==> src/rtl/sct_addr_rx.sv <==
// Serial receiver for the sector-address frame: start bit, DATA_BITS data bits MSB first,
// stop bit. Each bit is sampled at mid-bit; only correctly framed addresses are presented.
module sct_addr_rx #(
   parameter int CLKS_PER_BIT = 480,
   parameter int DATA_BITS    = 4
) (
   input  logic                 clk,
   input  logic                 rst_n,
   input  logic                 in_uart,
   output logic [DATA_BITS-1:0] sct_addr,
   output logic                 addr_valid,
   output logic                 frame_err,
   output logic                 busy
);

   localparam int CW = $clog2(CLKS_PER_BIT);
   localparam int IW = (DATA_BITS > 1) ? $clog2(DATA_BITS) : 1;

   localparam logic [CW-1:0] HALF_LAST = CW'(CLKS_PER_BIT / 2 - 1);
   localparam logic [CW-1:0] BIT_LAST  = CW'(CLKS_PER_BIT - 1);
   localparam logic [IW-1:0] IDX_TOP   = IW'(DATA_BITS - 1);

   localparam logic [2:0] IDLE  = 3'd0;
   localparam logic [2:0] START = 3'd1;
   localparam logic [2:0] DATA  = 3'd2;
   localparam logic [2:0] STOP  = 3'd3;
   localparam logic [2:0] BREAK = 3'd4;

   logic                 sync1;
   logic                 rxs;
   logic [2:0]           state;
   logic [CW-1:0]        bit_cnt;
   logic [IW-1:0]        idx;
   logic [DATA_BITS-1:0] shift;

   // Line is asynchronous to clk; both stages reset high so reset never looks like a start bit.
   always_ff @(posedge clk or negedge rst_n) begin
      if (!rst_n) begin
         sync1 <= 1'b1;
         rxs   <= 1'b1;
      end else begin
         sync1 <= in_uart;
         rxs   <= sync1;
      end
   end

   always_ff @(posedge clk or negedge rst_n) begin
      if (!rst_n) begin
         state      <= IDLE;
         bit_cnt    <= '0;
         idx        <= '0;
         shift      <= '0;
         sct_addr   <= '0;
         addr_valid <= 1'b0;
         frame_err  <= 1'b0;
      end else begin
         // NOTE: non-blocking defaults here are overridden later in the same block,
         // which is how the strobes become single-cycle pulses without extra logic.
         addr_valid <= 1'b0;
         frame_err  <= 1'b0;
         bit_cnt    <= bit_cnt + 1'b1;
         case (state)
            IDLE: begin
               if (!rxs) begin
                  state   <= START;
                  bit_cnt <= '0;
               end
            end
            START: begin
               // Re-check the line at mid start bit to reject glitches.
               if (bit_cnt == HALF_LAST) begin
                  bit_cnt <= '0;
                  if (!rxs) begin
                     state <= DATA;
                     idx   <= IDX_TOP;
                  end else begin
                     state <= IDLE;
                  end
               end
            end
            DATA: begin
               if (bit_cnt == BIT_LAST) begin
                  bit_cnt    <= '0;
                  shift[idx] <= rxs;
                  if (idx == '0) state <= STOP;
                  else           idx   <= idx - 1'b1;
               end
            end
            STOP: begin
               // Sampled at mid stop bit, so IDLE is reached half a bit before the next start.
               if (bit_cnt == BIT_LAST) begin
                  bit_cnt <= '0;
                  if (rxs) begin
                     sct_addr   <= shift;
                     addr_valid <= 1'b1;
                     state      <= IDLE;
                  end else begin
                     frame_err <= 1'b1;
                     state     <= BREAK;
                  end
               end
            end
            BREAK: begin
               if (rxs) state <= IDLE;
            end
            default: state <= IDLE;
         endcase
      end
   end

   assign busy = (state != IDLE);

endmodule
==> config.mk <==
export PLATFORM = sky130hd
export DESIGN_NAME = sct_addr_rx
export DESIGN_NICKNAME = d
export VERILOG_FILES = /design/src/rtl/sct_addr_rx.sv
export SDC_FILE = /design/constraint.sdc
export NUM_CORES = 1
export LEC_CHECK = 0
export ABC_AREA = 1
export CAP_MARGIN = 0
export CORE_MARGIN = 3
export CORE_UTILIZATION = 25
export CTS_CLUSTER_SIZE = 28
export DETAILED_ROUTE_END_ITERATION = 8
export PLACE_DENSITY = 0.45
export SYNTH_ARGS = -nofsm -noshare
export SYNTH_HDL_FRONTEND = slang
export SYNTH_SLANG_ARGS = --single-unit
==> constraint.sdc <==
create_clock -name clk -period 2.3 [get_ports clk]
set_input_delay 0.46 -clock clk [delete_from_list [all_inputs] [get_ports clk]]
set_output_delay 0.46 -clock clk [all_outputs]
set_load 0.1 [all_outputs]
==> flow_summary.toml <==
[outcome]
status = "completed"

[synth]
synth_seq_cells = 26
yosysTopAreaCell = "dfrtp_1"
ys_types = 25
syn-num-nets = 164
netlist_top_cells_area = "dfrtp_1, nand2_1, nor2_2"
synthMostInstantiatedCell = "nand2_1"
async_reset_ff_frac = 1.000
avgSynthCellArea_sq_um = 8.782
ys_seq_area_frac = 0.4767
syn_inst = 156
yosysWarnings = 0
synth_ff_type = "dfrtp_1"
synth_edf_count = 0
synth_area_sq_um = 1370
yosysTopAreaCellShare = 0.4384
synth.top_cells.by_count = "nand2_1, dfrtp_1, nor2_2"

[final_layout]
final_nets = 179
antennaDiodeCount = 0
synthToLayoutAreaGrowth_pct = 16.26
final_cells = 240
layout-drive-gt1-share = 0.2412

[floorplan]
core_sq_um = 5205
die-area_sq_um = 6405
fp.dieW_um = 80.03
initial_core_util = 0.2632
die_y_um = 80.03
rows = 26
ios = 10

[worst_setup_path]
critPathMaxFanout = 6
crit_type = "flop to primary output"
worst_ep_required_time_ns = 1.84
startpoint_type = "flop"
reg2regPathDepth = 8
crit_arrival_ns = 1.25
cp-end-kind = "primary output"

[routing]
num_vias = 1048
post_drt_wl_per_cell_um = 10.98
drc = 0
wirelength_um = 2635
viasPerCell = 4.367
drt_iter0_drc = 40
drt_pass1_iterations = 4
drt.antenna.violating_nets = 0

[clocking]
cts_resized = 0
root_buffer = "clkbuf_8"
cts_buffer_depth = 2
htree_levels = 1
cts_inserted_buffers = 3
postCtsHoldBufs = 0
clk_pin_slew_ns = 0.09
clkLatencyLatePin_ns = 0.27
cts_tree = "yes"
post_cts_buffers = 0
cts_sinks = 26

[place]
globalplace.congestion = 0.8026
numPlacedInstances = 236
numPortBuffers = 9
hpwl_um = 2003

[min_path]
whs_path_depth = 0
hold_class = "flop to flop"

[global_routing]
grt_max_degree = 27
grtUsageTotal = 0.09439
grt_pass1_wl_um = 4809
antenna_found_initial = 0
grt_pass1_vias = 1077
grt_overflow = 0

[power_and_ir_drop]
p_leak_nw = 0.7553
power.density_nw_per_um2 = 490.7
ir_drop_mv = 0.3115

[job]
max-cap-violations = 0

[sta]
skew_ns = 0.004458
fmax_mhz = 585.0
finalSetupTns_ns = 0
rsz0062_at_grt = "false"
slew_viol_final = 0
fin_crit_ns = 1.709
final-hold-violation-count = 0
setup_viol = 0
worst_pin_slew_ns = 0.3446
slew_headroom = 0.7703
post-route-period-util = 0.7432
sequential cells by signal (all words and copies together), names as in the netlist:
name        count
bit_cnt         9
rxs             1
sync1           1
addr_valid      1
state           3
shift           4
frame_err       1
sct_addr        4
idx             2
cells in the final DEF (no fill, tap or decap):
master / instances
a31oi_1: 1
o21ai_0: 3
nand2_1: 51
clkbuf_8: 4
clkdlybuf4s50_1: 2
and3_1: 1
xnor2_1: 2
dfstp_2: 2
dfrtp_1: 24
nor2_1: 8
nor2_2: 11
inv_2: 4
ha_1: 5
buf_4: 8
nand3_1: 6
inv_1: 10
nor2_8: 1
nand4_1: 7
nor3_2: 1
o21ai_1: 4
nor2_4: 3
xor2_1: 2
nor3_1: 1
nand2_2: 2
nand3b_1: 1
nor3_4: 1
a21oi_1: 1
nand2_4: 4
stage by stage:
stage	setup slack [ns]	utilization	hold slack (ns)	area, sq um	total power, mW
finish	0.5906	0.3060	0.3605	1593	0.7815
global route	0.4857	0.3060	0.3657	1593	0.8190
CTS	0.5911	0.3060	0.3651	1593	0.7983
detailed placement	0.7820	0.2954	0.3497	1538	0.4906
global placement	0.8507	0.2954	0.3490	1538	0.4897
floorplan	0.6550	-	0.1644	1370	0.4740
path summary, 6_finish.rpt:
check | from | end | slack, ns
min reg2reg | sync1 | rxs | 0.36
max in group asynchronous | rst_n | sync1 | 1.44
min | sync1 | rxs | 0.36
max | state[2] | busy | 0.59
min in group asynchronous | rst_n | bit_cnt[6] | 0.55
max reg2reg | bit_cnt[0] | bit_cnt[2] | 0.80
final cells by class:
| cell class | count | area, sq um |
|---|---|---|
| inverter | 14 | 52.55 |
| multi-input combinational | 116 | 664.4 |
| clock buffer | 4 | 55.05 |
| timing repair buffer | 10 | 80.08 |
| sequential | 26 | 653.1 |
| fill | 571 | 3612 |
| tap | 70 | 87.58 |
cells by family (layout without fill, tap and decap cells):
| family | after synthesis | after routing | share of synthesized area |
|---|---|---|---|
| DFF | 26 | 26 | 0.4767 |
| AOI/OAI and AO/OA | 9 | 9 | 0.03379 |
| buffers and inverters | 14 | 28 | 0.03836 |
| xor gates and xnor gates | 4 | 4 | 0.02558 |
| adders and majority gates | 5 | 5 | 0.04566 |
| and+or+nand+nor | 98 | 98 | 0.3799 |
critical path, stage by stage, from the launching register on:
cell and delay [ns]:
dfrtp_1 0.52, nor2_1 0.10, nand2_1 0.07, buf_4 0.28
layer usage:
metal | vias up | share of wire | global-route usage | wire (um)
met1 | 505 | 0.48 | 0.1181 | 1260
met5 | - | 0 | 0 | 0
met3 | 0 | 0.037 | 0.02935 | 98
li1 | 528 | - | - | -
met4 | 0 | 0 | 0.01520 | 0
met2 | 15 | 0.48 | 0.1614 | 1276
power breakdown:
group	internal, mW	total (mW)	switching, mW
registers	0.460	0.462	0.00220
clock network	0.153	0.301	0.148
logic	0.00495	0.0181	0.0131
(Power assumes the default switching activity.)
